==> config.mk <==
export PLATFORM = sky130hd
export DESIGN_NAME = if_fetch_unit
export DESIGN_NICKNAME = d
export VERILOG_FILES = /design/src/rtl/if_pkg.sv /design/src/rtl/if_fetch_unit.sv
export SDC_FILE = /design/constraint.sdc
export NUM_CORES = 1
export LEC_CHECK = 0
export CORE_MARGIN = 2
export CORE_UTILIZATION = 45
export CTS_BUF_LIST = sky130_fd_sc_hd__clkbuf_8 sky130_fd_sc_hd__clkbuf_16
export DETAILED_ROUTE_END_ITERATION = 16
export HOLD_SLACK_MARGIN = 0.05
export PLACE_DENSITY = 0.86
export SKIP_CTS_REPAIR_TIMING = 1
export SLEW_MARGIN = 20
export SYNTH_ARGS = -nofsm -noshare
export SYNTH_HDL_FRONTEND = slang
export SYNTH_SLANG_ARGS = --single-unit
==> constraint.sdc <==
create_clock -name clk -period 2.9 [get_ports clk]
set_clock_uncertainty 0.1 [all_clocks]
set_input_delay 0.29 -clock clk [delete_from_list [all_inputs] [get_ports clk]]
set_output_delay 0.29 -clock clk [all_outputs]
set_load 0.01 [all_outputs]
==> src/rtl/if_pkg.sv <==
// Shared types and constants for the instruction-fetch stage.
// Latency: n/a (declarations only).
// Backpressure: n/a.
package if_pkg;

    // REQ: may issue a request; WAIT: one fetch in flight and wanted;
    // DRAIN: one fetch in flight whose data must be thrown away.
    typedef enum logic [1:0] {
        REQ   = 2'd0,
        WAIT  = 2'd1,
        DRAIN = 2'd2
    } fetch_state_t;

    localparam int INSTR_WIDTH = 32;
    localparam int PC_STEP     = 4;

endpackage

==> src/rtl/if_fetch_unit.sv <==
// Instruction fetch: owns the PC, one outstanding imem read, registered IF/ID output.
// Latency: request accepted in t, response in t+k -> fetch_valid in t+k+1.
// Backpressure: no request issued unless the output register is free or being consumed.
module if_fetch_unit
    import if_pkg::*;
#(
    parameter int                  PC_WIDTH = 64,
    parameter logic [PC_WIDTH-1:0] RESET_PC = '0
) (
    input  logic                   clk,
    input  logic                   rst_n,
    output logic                   imem_req_valid,
    input  logic                   imem_req_ready,
    output logic [PC_WIDTH-1:0]    imem_req_addr,
    input  logic                   imem_resp_valid,
    input  logic [INSTR_WIDTH-1:0] imem_resp_data,
    input  logic                   redirect_valid,
    input  logic [PC_WIDTH-1:0]    redirect_pc,
    output logic                   fetch_valid,
    input  logic                   fetch_ready,
    output logic [PC_WIDTH-1:0]    fetch_pc,
    output logic [INSTR_WIDTH-1:0] fetch_instr
);

    localparam logic [PC_WIDTH-1:0] ALIGN_MASK = ~{{(PC_WIDTH-2){1'b0}}, 2'b11};
    localparam logic [PC_WIDTH-1:0] STEP       = PC_WIDTH'(PC_STEP);

    fetch_state_t          state;
    fetch_state_t          state_next;
    logic [PC_WIDTH-1:0]   pc;
    logic                  req_fire;
    logic                  load;

    assign imem_req_addr = pc;

    // Request only when the output register will be free by the time data lands,
    // so the response never needs a holding buffer. Suppressed during a redirect.
    always_comb begin
        imem_req_valid = rst_n && (state == REQ) && !redirect_valid
                         && (!fetch_valid || fetch_ready);
        req_fire       = imem_req_valid && imem_req_ready;
        load           = (state == WAIT) && imem_resp_valid && !redirect_valid;
    end

    // Next-state: redirect overrides everything; any response in flight is dropped.
    always_comb begin
        state_next = state;
        case (state)
            REQ: begin
                if (req_fire) begin
                    state_next = WAIT;
                end
            end
            WAIT: begin
                if (imem_resp_valid) begin
                    state_next = REQ;
                end else if (redirect_valid) begin
                    state_next = DRAIN;
                end
            end
            DRAIN: begin
                if (imem_resp_valid) begin
                    state_next = REQ;
                end
            end
            default: state_next = REQ;
        endcase
    end

    // State register.
    always_ff @(posedge clk or negedge rst_n) begin
        if (!rst_n) begin
            state <= REQ;
        end else begin
            state <= state_next;
        end
    end

    // PC: redirect target (word aligned) wins, else advance when an instruction is loaded.
    always_ff @(posedge clk or negedge rst_n) begin
        if (!rst_n) begin
            pc <= RESET_PC;
        end else if (redirect_valid) begin
            pc <= redirect_pc & ALIGN_MASK;
        end else if (load) begin
            pc <= pc + STEP;
        end
    end

    // IF/ID output register: redirect flushes, load overwrites, consume empties.
    always_ff @(posedge clk or negedge rst_n) begin
        if (!rst_n) begin
            fetch_valid <= 1'b0;
            fetch_pc    <= '0;
            fetch_instr <= '0;
        end else if (redirect_valid) begin
            fetch_valid <= 1'b0;
        end else if (load) begin
            fetch_valid <= 1'b1;
            fetch_pc    <= pc;
            fetch_instr <= imem_resp_data;
        end else if (fetch_valid && fetch_ready) begin
            fetch_valid <= 1'b0;
        end
    end

    // A response with nothing outstanding is a memory protocol violation; it is ignored.
    assert property (@(posedge clk) disable iff (!rst_n)
                     !((state == REQ) && imem_resp_valid))
        else $warning("if_fetch_unit: imem response with no fetch outstanding, ignored");

endmodule

# ---- Word level (Yosys, flattened, before mapping)
# Cells that the tools add are included.
dict set report word_totals {
  reg_bits 163
  input_bits 102
}
dict set report op_classes {
  n_addsub 1
  eq_ne 5
  mux 10
  n_bitwise 1
  reduce_logical 15
}
# op n
set op_table {}
lappend op_table {{$mux W64} 2}
lappend op_table {{$add A64 B3 Y64 const B} 1}
lappend op_table {{$mux W2} 4}
lappend op_table {{$logic_and A1 B1 Y1} 7}
lappend op_table {{$pmux W2 S3} 1}
lappend op_table {{$ne A2 B2 Y1 const B} 2}
lappend op_table {{$mux W1} 3}
lappend op_table {{$ne A3 B3 Y1 const B} 1}
lappend op_table {{$reduce_and A3 Y1} 1}
lappend op_table {{$reduce_bool A3 Y1} 1}
lappend op_table {{$eq A2 B1 Y1 const B} 1}
lappend op_table {{$eq A2 B2 Y1 const B} 1}
lappend op_table {{$logic_not A1 Y1} 2}
lappend op_table {{$logic_not A2 Y1} 1}
lappend op_table {{$reduce_and A2 Y1} 1}
lappend op_table {{$reduce_bool A2 Y1} 1}
lappend op_table {{$logic_or A1 B1 Y1} 1}
lappend op_table {{$not A1 Y1} 1}

# ---- Longest topological paths before layout
# Gate-level depths: netlist of the first run.
dict set report logic_depth {
  word_depth 7
  mapped_depth 6
  ltp_nobuf 6
}

# ---- Worst setup path after synthesis of the first run
# No wires, ideal clock.
dict set report synth_path {
  kind {reg2reg}
  startpoint {reg pc[2] (netlist: imem_req_addr[2])}
  endpoint {reg pc[56] (netlist: imem_req_addr[56])}
  setup_ns 0.082
  t_arrival_ns 1.912
  required_time_ns 2.718
  path_slack_ns 0.806
  stages_incl_launch_ff 7
  path_buffers 0
  synth_period_minus_slack_ns 2.094
  path_cell_list {dfrtp_1 > ha_1 > nand4b_1 > nor2_2 > nand4_2 > or4_1 > a31oi_1}
}
dict set report synth_via {
  elab_chain_len 3
}
# item line_no
set synth_lines {}
lappend synth_lines {{start: declaration} if_fetch_unit.sv:30} ;# logic [PC_WIDTH-1:0] pc;
lappend synth_lines {{start signal: assignment} if_fetch_unit.sv:84} ;# pc <= redirect_pc & ALIGN_MASK;
lappend synth_lines {{start signal: assignment} if_fetch_unit.sv:86} ;# pc <= pc + STEP;
lappend synth_lines {{$add A64 B3 Y64} if_fetch_unit.sv:86}
lappend synth_lines {{$mux W64} if_fetch_unit.sv:85} ;# end else if (load) begin
lappend synth_lines {{$mux W64} if_fetch_unit.sv:83} ;# end else if (redirect_valid) begin
# Every way passes these cells. The select of a mux whose other input is x is not followed.
# A chain may end at the register's enable or synchronous reset.

# ---- Final worst setup path of the first run
dict set report layout_path {
  startpoint {reg pc[19] (netlist: imem_req_addr[19])}
  endpoint {reg pc[52] (netlist: imem_req_addr[52])}
}
# The elaborated chain is that of the path after synthesis.

==> metrics.md, run 1 <==
| Metric | Value |
|---|---|
| Status | `finished, final reports clean` |
| Crit path buf inv count | `0` |
| P_sw | `0.00205 W` |
| Endpoints failing hold | `0` |
| Post-DRT Antenna Nets | `0` |
| # setup viols final | `0` |
| Post-synth EDFFs | `0` |
| Max VDD drop | `429 uV` |
| Most common cell after layout, fill and taps aside | `clkdlybuf4s50_1` |
| Sequential area share after synthesis | `0.542` |
| Gate Count Post-Synth | `644` |
| Top cell by count, worst path | `nand4_1` |
| Most frequent cells in the layout | `clkdlybuf4s50_1 (255), dfrtp_1 (159), mux2_2 (95), nand2_1 (62), o21ai_0 (43)` |
| Die area | `0.0173 mm2` |
| Slew headroom | `0.353` |
| Worst-Skew Late Latency | `0.43 ns` |
| Final wirelength | `21000 um` |
| Worst setup EP type | `flip-flop` |
| Unrepaired setup endpoints after global routing | `false` |
| Core area | `0.0159 mm2` |
| Worst r2r src | `imem_req_addr[19]` |
| Seq cells post-synth | `159` |
| Filler cell count | `1211` |
| Worst-path clk slew | `0.06 ns` |
| Total Power | `0.00768 W` |
| Pint | `0.00563 W` |
| Wirelength per Cell | `18.5 um` |
| GRT Total Usage | `0.249` |
| First-pass GRT wire length | `33800 um` |
| I/O pin count | `264` |
| Die X | `132 um` |
| Switching Fraction | `0.267` |
| Area grow syn2layout | `47.4%` |
| Sequential Power Share | `0.407` |
| Highest routed layer | `met5` |
| Critical-path maximum fanout | `8` |
| Clock Tree Buf Depth | `2` |
| Post-Synth XOR/XNOR Area | `0.0430` |
| CP max stage cell | `or4_1` |
| Mux cell area share after synthesis | `0.147` |
| Dpl hpwl | `15300 um` |
| Share of cells above drive strength 1 | `0.174` |
| Distinct cells, synth | `47` |
| Remaining global-route overflow | `0` |
| Largest family of logic cells by synthesized area | `simple AND/OR/NAND/NOR gates` |
| Hold Path Class | `primary input to flip-flop` |
| Critical path's largest stage delay | `0.55 ns` |
| Synth Area in Compound Gates | `0.0693` |
| Die Span Y | `132 um` |
| Depth of the CTS H-tree | `4` |
| Logic gate share of total power | `0.291` |
| Async S/R FF share, synth | `1.00` |
| Mapped Area | `0.00733 mm2` |
| Largest net degree at the start of global routing | `74` |
| Simple-Gate Fraction of Synth Area | `0.172` |
| Synth Area in Adders | `0.00171` |
| Initial antenna violation count | `3` |
| Mean Syn Cell Area | `11.4 um2` |
| Final nets | `1013` |
| Clock group share of total power | `0.302` |
| Vias in the first global route | `6313` |
| Crit path arrival time | `2.72 ns` |
| Worst Max-Slew Pin Slew | `0.971 ns` |
| Clock Sinks | `159` |
| Worst Setup Start Kind | `flip-flop` |
| PwrDens | `710 mW/mm2` |
| Iter 0 DRT Violations | `338` |
| Tcrit/Tclk final | `0.855` |
| Static Leak | `4.29 nW` |
| Ys flop type | `dfrtp_1` |
| Post-layout minimum cycle time | `2.48 ns` |
| Rows | `46` |
| DRC | `0` |
| WP data required | `3.14 ns` |
| Vias | `6220` |
| M1 WL | `8450 um` |
| Maxcap violations | `0` |
| Setup Crit Path Kind | `flip-flop to flip-flop` |
| Drt via density | `5.46` |
| Met2 routed WL | `10300 um` |
| FF+latch area | `0.00398 mm2` |
| RePlAce Congestion | `0.822` |
| Drt pass-1 iters | `4` |
| Starting Density | `0.462` |
| Hold_sp | `redirect_valid` |
| Largest delay share family, worst path | `simple AND/OR/NAND/NOR gates` |
| Final Slew Violations | `0` |
| Warnings, synthesis | `0` |
| Num CTS Buffers | `17` |
| Multi-input gate area | `0.00320 mm2` |
| Total negative slack | `0 ns` |
| I/O Buffers | `257` |
| Crit. Startpoint | `imem_req_addr[19]` |
| CTS tree | `done` |
| Fmax | `403 MHz` |
| Met3 WL | `1860 um` |
| Clk Tree Root Cell | `clkbuf_16` |
| CP Cell Sequence | `nand4_1 -> nor2_1 -> nand4_1 -> or4_1 -> a31oi_1` |
## area by class of cell
type / count / area share
inverter: 7 / 0.00243
clock buffer: 19 / 0.0419
antenna: 2 / 0.000463
sequential: 159 / 0.368
timing repair buffer: 276 / 0.252
clock inverter: 11 / 0.0140
tap: 216 / 0.0250
multi-input combinational: 449 / 0.296
## cells in the mapped netlist, types with 2 or more instances
| cell | count | area share |
|---|---|---|
| o31ai_1 | 10 | 0.010 |
| xnor2_1 | 20 | 0.024 |
| nor3_1 | 6 | 0.0041 |
| nor4_2 | 2 | 0.0034 |
| and3_1 | 6 | 0.0051 |
| buf_2 | 8 | 0.0055 |
| clkbuf_1 | 20 | 0.010 |
| nand2b_1 | 4 | 0.0034 |
| nand4_2 | 2 | 0.0034 |
| and4_1 | 4 | 0.0048 |
| nor2_1 | 36 | 0.018 |
| nand3_2 | 3 | 0.0041 |
| nand3_1 | 26 | 0.018 |
| nor4_1 | 8 | 0.0068 |
| nor3_2 | 3 | 0.0041 |
| mux2_2 | 95 | 0.15 |
| nand2_1 | 62 | 0.032 |
| or4_1 | 11 | 0.011 |
| buf_4 | 4 | 0.0041 |
| xor2_1 | 16 | 0.019 |
| dfrtp_1 | 159 | 0.54 |
| o21ai_1 | 6 | 0.0041 |
| o21ai_0 | 43 | 0.029 |
| nor4_4 | 3 | 0.0087 |
| or2_2 | 2 | 0.0017 |
| inv_1 | 7 | 0.0036 |
| a31oi_1 | 23 | 0.020 |
| o211ai_1 | 3 | 0.0031 |
| or3_1 | 16 | 0.014 |
| nand4_1 | 19 | 0.016 |
## path summary, 6_finish.rpt
kind	slack (ns)	to	depth (start not counted)
max in group asynchronous	1.43	imem_req_addr[11]	3
hold / removal	0.17	imem_req_addr[42]	3
min in group asynchronous	0.43	imem_req_addr[54]	3
setup reg to reg	0.42	imem_req_addr[52]	5
setup / recovery	0.42	imem_req_addr[52]	5
hold reg to reg	0.40	fetch_pc[37]	1
## metrics by stage
stage | area, um2 | cells | hold slack [ns] | utilization | setup slack (ns)
final | 10800 | 1139 | 0.173 | 0.681 | 0.421
after global routing | 10800 | 1139 | 0.188 | 0.681 | 0.264
after CTS | 10800 | 1136 | -0.161 | 0.680 | 0.447
after detailed placement | 10200 | 1106 | 0.298 | 0.642 | 0.159
after global placement | 10200 | 1106 | 0.297 | 0.642 | 0.180
after floorplan | 7350 | 647 | -0.106 | - | 0.806
## layer usage
layer,vias to the layer above,track usage
met5,-,0
met2,294,0.408
li1,2869,-
met3,33,0.0775
met4,2,0.106
met1,3022,0.304
## power groups by stage
stage | Combinational (W) | Sequential (W) | Clock (W)
2_1_floorplan | 0.000581 | 0.00336 | 0
3_3_place_gp | 0.00220 | 0.00312 | 0
3_5_place_dp | 0.00225 | 0.00316 | 0
4_1_cts | 0.00226 | 0.00313 | 0.00236
5_1_grt | 0.00237 | 0.00320 | 0.00244
6_report | 0.00223 | 0.00312 | 0.00232
## worst reg2reg max path: stages, from the launching register on
cell and delay [ns]:
dfrtp_1 0.50, nand4_1 0.27, nor2_1 0.40, nand4_1 0.40, or4_1 0.55, a31oi_1 0.19
## state kept, by name (all words and copies together) (netlist names)
name / cells
fetch_valid: 1
imem_req_addr: 62
fetch_instr: 32
fetch_pc: 62
state: 2
## cell families (layout without fill, tap and decap cells)
kind of cell,count (synthesis),after routing
buf+inv,39,313
xor+xnor,36,36
compound gates,88,88
fa+ha+maj,1,1
flops,159,159
simple gates,224,224
mux,96,96
other cells,1,6
Power figures use the tool's default switching activity.
==> run 2, diff against run 1 <==
--- a/config.mk
+++ b/config.mk
@@ -5,12 +5,13 @@
 export SDC_FILE = /design/constraint.sdc
 export NUM_CORES = 1
 export LEC_CHECK = 0
+export CORE_ASPECT_RATIO = 2
 export CORE_MARGIN = 2
 export CORE_UTILIZATION = 45
 export CTS_BUF_LIST = sky130_fd_sc_hd__clkbuf_8 sky130_fd_sc_hd__clkbuf_16
 export DETAILED_ROUTE_END_ITERATION = 16
 export HOLD_SLACK_MARGIN = 0.05
-export PLACE_DENSITY = 0.86
+export PLACE_DENSITY = 0.8
 export SKIP_CTS_REPAIR_TIMING = 1
 export SLEW_MARGIN = 20
 export SYNTH_ARGS = -nofsm -noshare
==> metrics.md, run 2 (synthesis results as in run 1) <==
| Metric | Value |
|---|---|
| Status | `finished, final reports clean` |
| CP Cell Sequence | `nand4_1 -> nor4_4 -> nand3_2 -> buf_4 -> or3_1 -> a31oi_1` |
| Worst hold stages | `3 (unchanged)` |
| Wirelength per Cell | `18.6 um (+0.71%)` |
| Die Span Y | `185 um (+40%)` |
| Worst r2r src | `imem_req_addr[9]` |
| Area grow syn2layout | `48.1%` |
| Clock Sinks | `159 (unchanged)` |
| Endpoints failing hold | `0 (unchanged)` |
| Num CTS Buffers | `17 (unchanged)` |
| Core area | `0.0161 mm2 (+1.4%)` |
| Post-DRT Antenna Nets | `0 (unchanged)` |
| Worst-path clk slew | `0.07 ns (about the same)` |
| Most frequent cells in the layout | `clkdlybuf4s50_1 (255), dfrtp_1 (159), mux2_2 (95), nand2_1 (62), o21ai_0 (43)` |
| Dpl hpwl | `15400 um (+0.89%)` |
| Static Leak | `4.31 nW (+0.32%)` |
| Non-filler cells, final | `1130 (-0.79%)` |
| Final Slew Violations | `0 (unchanged)` |
| Critical-path maximum fanout | `9 (+1)` |
| Rows | `66 (+43%)` |
| GRT Total Usage | `0.246 (-0.00257)` |
| Remaining global-route overflow | `0 (unchanged)` |
| Sequential Power Share | `0.405 (-0.002)` |
| Met1 Track Usage GR | `0.293 (-0.0117)` |
| Post-layout minimum cycle time | `2.49 ns (+0.0110 ns)` |
| Antenna cells | `0 (-2)` |
| I/O Buffers | `257 (unchanged)` |
| Busiest grt layer | `met2` |
| Total negative slack | `0 ns (unchanged)` |
| Crit. Startpoint | `imem_req_addr[9]` |
| Worst Max-Slew Pin Slew | `0.919 ns (-0.0521 ns)` |
| Logic gate share of total power | `0.289 (-0.002)` |
| Slew headroom | `0.387 (+0.0348)` |
| Worst Setup Start Kind | `flip-flop` |
| CP max stage cell | `nor4_4` |
| Tcrit/Tclk final | `0.859 (+0.00381)` |
| I/O pin count | `264 (unchanged)` |
| DRC | `0 (unchanged)` |
| PwrDens | `711 mW/mm2 (+0.19%)` |
| Maxcap violations | `0 (unchanged)` |
| Grt met3 use | `0.0699 (-0.00764)` |
| Placed cells | `1097 (-0.81%)` |
| Switching Fraction | `0.276 (+0.00954)` |
| CTS tree | `done` |
| Iter 0 DRT Violations | `260 (-23%)` |
| Share of cells above drive strength 1 | `0.184 (+0.00986)` |
| Most common cell after layout, fill and taps aside | `clkdlybuf4s50_1` |
| RePlAce Congestion | `0.841 (+2.3%)` |
| Vias | `6118 (-1.6%)` |
| Largest net degree at the start of global routing | `160 (+120%)` |
| Setup Crit Path Kind | `flip-flop to flip-flop` |
| P_sw | `0.00214 W (+4.3%)` |
| Worst-Skew Late Latency | `0.43 ns (about the same)` |
| Reg2Reg Setup Slack | `0.41 ns (about the same)` |
| Die X | `94.3 um (-28%)` |
| Hold Path Class | `primary input to flip-flop` |
| Starting Density | `0.455 (-0.00624)` |
| Vias in the first global route | `6285 (-0.44%)` |
| Clk Tree Root Cell | `clkbuf_16` |
| Final wirelength | `21000 um (about the same)` |
| Fmax | `402 MHz (-0.44%)` |
| Critical path's largest stage delay | `0.50 ns (-0.05 ns)` |
| First-pass GRT wire length | `32900 um (-2.6%)` |
| Pint | `0.00559 W (-0.64%)` |
| Initial antenna violation count | `0 (-3)` |
| Die area | `0.0174 mm2 (+0.36%)` |
| Worst setup EP type | `flip-flop` |
| Drt pass-1 iters | `4 (unchanged)` |
| R2R cell count | `6 (+1)` |
| Hold_sp | `redirect_valid` |
| # setup viols final | `0 (unchanged)` |
| Depth of the CTS H-tree | `4 (unchanged)` |
| Clock Tree Buf Depth | `2 (unchanged)` |
| Met2 Use GR | `0.419 (+0.0111)` |
| Clock group share of total power | `0.306 (+0.004)` |
| Drt via density | `5.41 (-0.86%)` |
| Crit path arrival time | `2.73 ns (about the same)` |
| Final nets | `1016 (+0.30%)` |
| Unrepaired setup endpoints after global routing | `false` |
| Max VDD drop | `482 uV (+12%)` |
| WP data required | `3.14 ns (about the same)` |
## run 2: critical path, delay by kind of cell (launching register included)
| family | cells | cell delay [ns] |
|---|---|---|
| and+or+nand+nor | 4 | 1.40 |
| DFF | 1 | 0.46 |
| buffers and inverters | 1 | 0.27 |
| AOI/OAI and AO/OA | 1 | 0.18 |
## run 2: area by class of cell
class	instances	area, um2
multi-input cells	449	3200
repair buffers	279	2770
well taps	204	255
fillers	1227	5240
clock buffers	19	453
clock inverters	13	175
inverters	7	26.3
flip-flops and latches	159	3980
## run 2: stage by stage
stage	instance area (um2)	total power, W	util	hold slack [ns]	worst slack, ns
after global routing	10900	0.00810	0.675	0.146	0.250
after detailed placement	10200	0.00542	0.635	0.394	0.259
final	10900	0.00773	0.675	0.125	0.410
after floorplan	7350	0.00394	-	-0.106	0.806
after global placement	10200	0.00533	0.635	0.388	0.336
after CTS	10900	0.00781	0.674	-0.00595	0.399
## run 2: metal layers
layer | part of all wire | vias up
li1 | - | 2859
met1 | 0.38 | 2939
met2 | 0.50 | 285
met3 | 0.094 | 35
met4 | 0.025 | 0
met5 | 0 | -
## run 2: final timing paths
kind	endpoint
min in group asynchronous	imem_req_addr[52]
setup reg to reg	imem_req_addr[43]
hold / removal	imem_req_addr[48]
max in group asynchronous	imem_req_addr[41]
setup / recovery	imem_req_addr[43]
hold reg to reg	fetch_pc[39]
## run 2: power by group through the flow
stage          sequential, W  clock (W)  combinational [W]
6_report             0.00313    0.00236            0.00223
5_1_grt              0.00320    0.00251            0.00239
4_1_cts              0.00314    0.00241            0.00226
3_5_place_dp         0.00317          0            0.00224
3_3_place_gp         0.00312          0            0.00221
2_1_floorplan        0.00336          0           0.000581
